==> src/rtl/tl_ul_pkg.sv <==
// rtl/tl_ul_pkg.sv - shared TL-UL opcodes and register bridge state type
package tl_ul_pkg;

    localparam logic [2:0] PUT_FULL        = 3'd0;
    localparam logic [2:0] GET             = 3'd4;
    localparam logic [2:0] ACCESS_ACK      = 3'd0;
    localparam logic [2:0] ACCESS_ACK_DATA = 3'd1;

    typedef enum logic [1:0] {
        IDLE = 2'd0,
        REQ  = 2'd1,
        WAIT = 2'd2,
        RESP = 2'd3
    } bridge_state_e;

endpackage

==> src/rtl/tl_ul_reg_bridge.sv <==
// rtl/tl_ul_reg_bridge.sv - single-beat TL-UL slave to valid/ready register bridge with timeout
module tl_ul_reg_bridge
    import tl_ul_pkg::*;
#(
    parameter int ADDR_W  = 9,
    parameter int DATA_W  = 32,
    parameter int TIMEOUT = 255
) (
    input  logic              clock,
    input  logic              reset,
    output logic              auto_in_a_ready,
    input  logic              auto_in_a_valid,
    input  logic [2:0]        auto_in_a_bits_opcode,
    input  logic [ADDR_W-1:0] auto_in_a_bits_address,
    input  logic [DATA_W-1:0] auto_in_a_bits_data,
    input  logic              auto_in_d_ready,
    output logic              auto_in_d_valid,
    output logic [2:0]        auto_in_d_bits_opcode,
    output logic              auto_in_d_bits_denied,
    output logic [DATA_W-1:0] auto_in_d_bits_data,
    output logic              auto_in_d_bits_corrupt,
    output logic              reg_req_valid,
    input  logic              reg_req_ready,
    output logic              reg_req_write,
    output logic [ADDR_W-3:0] reg_req_addr,
    output logic [DATA_W-1:0] reg_req_wdata,
    input  logic              reg_resp_valid,
    input  logic [DATA_W-1:0] reg_resp_rdata,
    input  logic              reg_resp_err
);

    localparam logic [15:0] TIMEOUT_LAST = 16'(TIMEOUT - 1);

    bridge_state_e     state_q, state_d;
    logic [15:0]       timer_q;
    logic              drop_pend_q;
    logic              is_get_q;
    logic              denied_q;
    logic              write_q;
    logic [ADDR_W-3:0] addr_q;
    logic [DATA_W-1:0] wdata_q;
    logic [DATA_W-1:0] rdata_q;

    logic a_fire, op_ok, timeout_hit, req_fire, unused_addr_lsb;

    assign a_fire          = (state_q == IDLE) && auto_in_a_valid;
    assign op_ok           = (auto_in_a_bits_opcode == PUT_FULL) || (auto_in_a_bits_opcode == GET);
    // >= rather than == so a request accepted on the last cycle still times out in WAIT
    assign timeout_hit     = timer_q >= TIMEOUT_LAST;
    assign req_fire        = (state_q == REQ) && !drop_pend_q && reg_req_ready;
    assign unused_addr_lsb = ^auto_in_a_bits_address[1:0];

    always_ff @(posedge clock or posedge reset) begin
        if (reset) begin
            state_q <= IDLE;
        end else begin
            state_q <= state_d;
        end
    end

    always_comb begin
        state_d = state_q;
        case (state_q)
            IDLE: if (auto_in_a_valid) state_d = op_ok ? REQ : RESP;
            REQ: begin
                if (req_fire)         state_d = WAIT;
                else if (timeout_hit) state_d = RESP;
            end
            WAIT: if (reg_resp_valid || timeout_hit) state_d = RESP;
            RESP: if (auto_in_d_ready) state_d = IDLE;
            default: state_d = IDLE;
        endcase
    end

    always_comb begin
        auto_in_a_ready = (state_q == IDLE);
        auto_in_d_valid = (state_q == RESP);
        reg_req_valid   = (state_q == REQ) && !drop_pend_q;
    end

    // A response still owed by a timed-out target must not be mistaken for the next one
    always_ff @(posedge clock or posedge reset) begin
        if (reset) begin
            timer_q     <= '0;
            drop_pend_q <= 1'b0;
        end else begin
            if (a_fire) begin
                timer_q <= '0;
            end else if ((state_q == REQ) || (state_q == WAIT)) begin
                timer_q <= timer_q + 16'd1;
            end
            if ((state_q == WAIT) && !reg_resp_valid && timeout_hit) begin
                drop_pend_q <= 1'b1;
            end else if (reg_resp_valid && drop_pend_q) begin
                drop_pend_q <= 1'b0;
            end
        end
    end

    always_ff @(posedge clock or posedge reset) begin
        if (reset) begin
            is_get_q <= 1'b0;
            denied_q <= 1'b0;
            write_q  <= 1'b0;
            addr_q   <= '0;
            wdata_q  <= '0;
            rdata_q  <= '0;
        end else begin
            case (state_q)
                IDLE: if (a_fire) begin
                    is_get_q <= (auto_in_a_bits_opcode == GET);
                    write_q  <= (auto_in_a_bits_opcode == PUT_FULL);
                    denied_q <= !op_ok;
                    addr_q   <= auto_in_a_bits_address[ADDR_W-1:2];
                    wdata_q  <= auto_in_a_bits_data;
                    rdata_q  <= '0;
                end
                REQ: if (!req_fire && timeout_hit) begin
                    denied_q <= 1'b1;
                    rdata_q  <= '0;
                end
                WAIT: begin
                    if (reg_resp_valid) begin
                        denied_q <= reg_resp_err;
                        rdata_q  <= (is_get_q && !reg_resp_err) ? reg_resp_rdata : '0;
                    end else if (timeout_hit) begin
                        denied_q <= 1'b1;
                        rdata_q  <= '0;
                    end
                end
                default: ;
            endcase
        end
    end

    assign reg_req_write          = write_q;
    assign reg_req_addr           = addr_q;
    assign reg_req_wdata          = wdata_q;
    assign auto_in_d_bits_opcode  = is_get_q ? ACCESS_ACK_DATA : ACCESS_ACK;
    assign auto_in_d_bits_denied  = denied_q;
    assign auto_in_d_bits_data    = rdata_q;
    assign auto_in_d_bits_corrupt = denied_q & is_get_q;

endmodule

==> config.mk <==
export PLATFORM = sky130hd
export DESIGN_NAME = tl_ul_reg_bridge
export DESIGN_NICKNAME = d
export VERILOG_FILES = /design/src/rtl/tl_ul_pkg.sv /design/src/rtl/tl_ul_reg_bridge.sv
export SDC_FILE = /design/constraint.sdc
export NUM_CORES = 1
export LEC_CHECK = 0
export CAP_MARGIN = 10
export CORE_ASPECT_RATIO = 0.7
export CORE_MARGIN = 1
export CORE_UTILIZATION = 40
export DETAILED_ROUTE_END_ITERATION = 8
export PLACE_DENSITY_LB_ADDON = 0.2
export SETUP_SLACK_MARGIN = 0.15
export SKIP_CTS_REPAIR_TIMING = 1
export SYNTH_ARGS = -nofsm -noshare
export SYNTH_HDL_FRONTEND = slang
export SYNTH_SLANG_ARGS = --single-unit
==> constraint.sdc <==
create_clock -name clock -period 5.4 [get_ports clock]
set_input_delay 1.08 -clock clock [delete_from_list [all_inputs] [get_ports clock]]
set_output_delay 1.08 -clock clock [all_outputs]
set_load 0.03 [all_outputs]
[Word level (Yosys, flattened, before mapping)]
Cells that the tools add are included.
Storage, ports and cells
  output and inout bits: 80
  bits in registers: 93
  word-level logic and storage cells: 70
  bits of input ports: 83
Cells by class
  bitwise logic cells: 1
  eq/ne operators: 11
  reduce and logical (&&, ||, !) cells: 24
  magnitude comparators: 1
  muxes and demuxes: 23
  $add $sub $neg: 1
Operators with widths (count)
  $mux 32: 5
  $pmux 32 s3: 1
  $mux 16: 2
  $add 16x1->16 const B: 1
  $ge 16x8->1 const B: 1
  $mux 2: 6
  $logic_and 1x1->1: 8
  $pmux 2 s4: 1
  $reduce_and 4->1: 2
  $mux 1: 7
  $ne 2x1->1 const B: 3
  $ne 3x3->1 const B: 2
  $logic_not 1->1: 5
  $eq 2x2->1 const B: 2
  $ne 2x2->1 const B: 2
  $reduce_bool 2->1: 2
  $eq 3x3->1 const B: 1
  $logic_not 3->1: 1
  $logic_or 1x1->1: 3
  $pmux 1 s3: 1
  $reduce_bool 3->1: 1
  $eq 2x1->1 const B: 1
  $logic_not 2->1: 1
  $reduce_and 2->1: 1
  $and 1x1->1: 1

[Longest topological paths before layout]
  depth after elaboration: 7
  depth in mapped cells: 7
  gate-level depth less buffers: 6

[Least setup slack after synthesis]
No wires, ideal clock.
  path type: register to output
  start: register state_q[1]
  end: output port reg_req_valid
  required time: 4.320 ns
  buffers on the path: 0
  arrival time: 1.170 ns
  cell stages (with the launch flop): 4
  path slack: 3.150 ns
  cells stage by stage: dfrtp_1 > inv_1 > ha_1 > nor2b_1
Between the ends
  word-level cells in the longest chain between the ends: 2
Ends and longest elaborated chain
  start: declaration: RTL line tl_ul_reg_bridge.sv:34  | bridge_state_e state_q, state_d;
  start signal: assignment: RTL line tl_ul_reg_bridge.sv:57  | state_q <= state_d;
  $eq 2x1->1: RTL line tl_ul_reg_bridge.sv:78  | reg_req_valid = (state_q == REQ) && !drop_pend_q;
  $logic_and 1x1->1: RTL line tl_ul_reg_bridge.sv:78
  end: declaration: RTL line tl_ul_reg_bridge.sv:22  | output logic reg_req_valid,
No other way between the ends.

[Final worst setup path]
  start: register state_q[0]
  end: output port auto_in_a_ready
Between the ends
  word-level cells in the longest chain between the ends: 1
Ends and longest elaborated chain
  $logic_not 2->1: RTL line tl_ul_reg_bridge.sv:76  | auto_in_a_ready = (state_q == IDLE);
  end: declaration: RTL line tl_ul_reg_bridge.sv:11  | output logic auto_in_a_ready,
No other way between the ends.

==> qor.csv <==
stage,metric,value,unit
setup_path,Critical-path top delay cell,clkdlybuf4s50_1,
die,die area,0.00997,sq mm
die,number of cell rows,29,
logic_synthesis,synthesized area per cell,10.3,sq um
timing,setup TNS,0,ns
clock_tree,clk sinks,93,
setup_path,Critical R2R Launch,state_q[0],
die,number of I/O pins,163,
logic_synthesis,Synth Cell Area,0.00383,sq mm
clock_tree,H-tree depth,3,
timing,Tmin final,3.05,ns
power_and_ir_drop,VDD IR max,0.310,mV
logic_synthesis,"Seq/Total Area, Yosys",60.8,%
global_routing,met3 Usage GRT,9.90,%
global_routing,GR Util met2,31.6,%
hold_path,worst hold endpoint,reg_req_wdata[21],
logic_synthesis,Mapped Cells,372,
timing,RSZ-0062 raised after global routing,no,
final_layout,P&R area growth vs syn,50.9,%
timing,post-route clock period utilization,56.6,%
run_status,status,"complete, no violations",
setup_path,crit path max fanout,8,
die,Starting Density,41.7,%
power_and_ir_drop,pwr dens,505,mW/mm^2
final_layout,layout cell share with drive strength beyond 1,4.73,%
setup_path,r2r setup slk,2.78,ns
clock_tree,Bufs on Longest Clock Path,2,
global_routing,first-pass GRT wire length,16.2,mm
drt,drt initial violations,169,
setup_path,CP peak stage delay,0.74,ns
final_layout,Total Nets Final,613,
hold_path,Hold WC Path Type,reg -> reg,
global_routing,GRT overflow,0,
timing,Final Hold Slack,0.471,ns
placed_design,Port Buf Inserts,158,
logic_synthesis,"FF+latch count, synth",93,
timing,Worst Tran Pin Value,1.05,ns
drt,Final ANT Viol Nets,0,
timing,Slew HR,29.8,%
global_routing,GRT busiest layer,met2,
logic_synthesis,Synth area leader,dfrtp_1,
clock_tree,Worst-path clk slew,0.06,ns
drt,Via density,4.94,
setup_path,R2R Path End,auto_in_d_bits_data[12],
setup_path,worst path arrival time,1.97,ns
timing,final count of negative-setup-slack endpoints,0,
logic_synthesis,number of synthesized flops with an enable pin,0,
clock_tree,CTS tree,built,
global_routing,number of global-route vias before repair,3289,
clock_tree,TritonCTS buffer count,9,
timing,worst clock skew,0.00643,ns
drt,drt pass-1 iters,6,
placed_design,dpl hpwl,6.79,mm
final_layout,"most common cell after layout, fill and taps aside",clkdlybuf4s50_1,
power_and_ir_drop,static leakage,0.00266,uW
setup_path,worst reg2reg path depth,6,
setup_path,crit path capture type,output pin,
logic_synthesis,largest cells by area after synthesis,"dfrtp_1, nand2_1, a22o_1, ha_1, xnor2_1",
global_routing,largest net degree at the start of global routing,57,
flow_run,MaxCap Viol Count,0,
setup_path,CP Data Required Time,4.32,ns
drt,Total Wirelength,9.88,mm
logic_synthesis,count of cell types in the netlist,40,
timing,f_max,327,MHz
die,core area,0.00918,sq mm
logic_synthesis,Post-synth ARST share,100,%
logic_synthesis,ys flop type,dfrtp_1,
power_and_ir_drop,Pwr Total,2920,uW
clock_tree,clk_lat worst skew,0.34,ns
final_layout,most frequent cells in the layout,"clkdlybuf4s50_1, nand2_1, dfrtp_1, a22o_1, nor2_1",
logic_synthesis,Synth top area share,60.8,%
setup_path,CP startpoint,state_q[0],
final_layout,fillers,741,
timing,Fin. Hold Viols,0,
drt,DRC Markers,0,
logic_synthesis,yosys warns,0,
global_routing,Overall Global Routing Usage,20.8,%
hold_path,Worst Hold Launch,reg_req_wdata[21],
placed_design,Routability Congestion,0.750,
setup_path,CP Launch Type,flop,
global_routing,antenna violations before repair,0,
global_routing,met1 usage,26.8,%
die,Die X,119,um
die,Die Height,83.9,um
setup_path,worst setup path class,reg -> out,
drt,routed len/inst,15.1,um
drt,via count,3225,
setup_path,WP buf/inv,2,
final_layout,diode count,0,
hold_path,WHS Path Cells,2,
timing,"Slew Viols, Final",0,
setup_path,worst path cell trace,"inv_1, ha_1, clkdlybuf4s50_1",
clock_tree,CTS Root Buffer Type,clkbuf_16,
setup_path,"delay-heaviest family, CP",buffers and inverters,
[per-layer routing]
| layer | part of all wire [%] | up-vias |
|---|---|---|
| met5 | 0 | - |
| met4 | 0.73 | 0 |
| met3 | 10 | 7 |
| met2 | 44 | 122 |
| met1 | 45 | 1544 |
| li1 | - | 1552 |
[cell families (layout without fill, tap and decap cells)]
logic type | Yosys count | after routing | synth area share [%]
other | 1 | 2 | 0.0979
AO/OA/AOI/OAI | 57 | 57 | 11.6
flip-flops | 93 | 93 | 60.8
adder cells (fa/ha/maj) | 6 | 6 | 1.96
XOR/XNOR | 11 | 11 | 2.52
AND/OR/NAND/NOR | 172 | 172 | 19.1
multiplexers | 2 | 2 | 0.556
buffers and inverters | 30 | 186 | 3.43
[state kept, by name, indices dropped and copies added, names as in the netlist]
signal	count
auto_in_d_bits_data	32
timer_q	16
reg_req_write	1
is_get_q	1
state_q	2
reg_req_addr	7
auto_in_d_bits_denied	1
drop_pend_q	1
reg_req_wdata	32
[through the flow]
step           instance area, sq um  std cells  setup WS (ns)  utilization (%)
2_1_floorplan                  3830        373           1.90                -
3_3_place_gp                   5500        637           2.12             59.9
3_5_place_dp                   5500        637           2.08             59.9
4_1_cts                        5780        653           2.33             62.9
5_1_grt                        5780        653           2.24             62.9
6_report                       5780        653           2.35             62.9
[worst register-to-register path: stages (launching register included)]
cell and delay (ns):
dfrtp_1 0.37, inv_1 0.10, ha_1 0.32, nor2b_1 0.20, a211oi_1 0.34, o211a_1 0.91, a22o_1 0.30
[power by group]
part / switching (uW) / leakage, uW / total (uW) / internal (uW)
combinational: 791 / 0.00130 / 1310 / 520
sequential: 132 / 0.00123 / 1020 / 885
clock: 262 / 0.000136 / 588 / 325
[synthesized netlist by cell type, types with 2 or more instances]
cell / n
nor3_1: 4
nor4_1: 6
nand3_1: 4
inv_1: 9
nor2_1: 15
ha_1: 6
xnor2_1: 7
buf_4: 3
a211oi_1: 2
o21ai_0: 5
a22o_1: 34
o211ai_1: 2
or3_1: 2
nand4_1: 4
a21oi_1: 7
xor2_1: 4
and2_1: 2
nand2_1: 125
dfrtp_1: 93
nor2b_1: 3
buf_2: 6
clkbuf_1: 11
[cell type report]
cell class                      count  area (sq um)  area share [%]
Tap cell                          124           155            2.69
Timing Repair Buffer              161          1600            27.8
Clock inverter                      5          35.0           0.606
Inverter                            9          35.0           0.606
Clock buffer                       11           243            4.20
Sequential cell                    93          2330            40.3
Multi-Input combinational cell    250          1380            23.9
[worst max path at each step]
stage / endpoint / slack [ns] / cells past startpoint
2_1_floorplan: auto_in_d_bits_data[0] / 1.90 / 1
3_3_place_gp: auto_in_d_bits_data[2] / 2.12 / 5
3_5_place_dp: auto_in_d_bits_data[14] / 2.08 / 5
4_1_cts: auto_in_a_ready / 2.33 / 3
5_1_grt: reg_req_valid / 2.24 / 4
6_report: auto_in_a_ready / 2.35 / 3
Power figures use the tool's default switching activity.
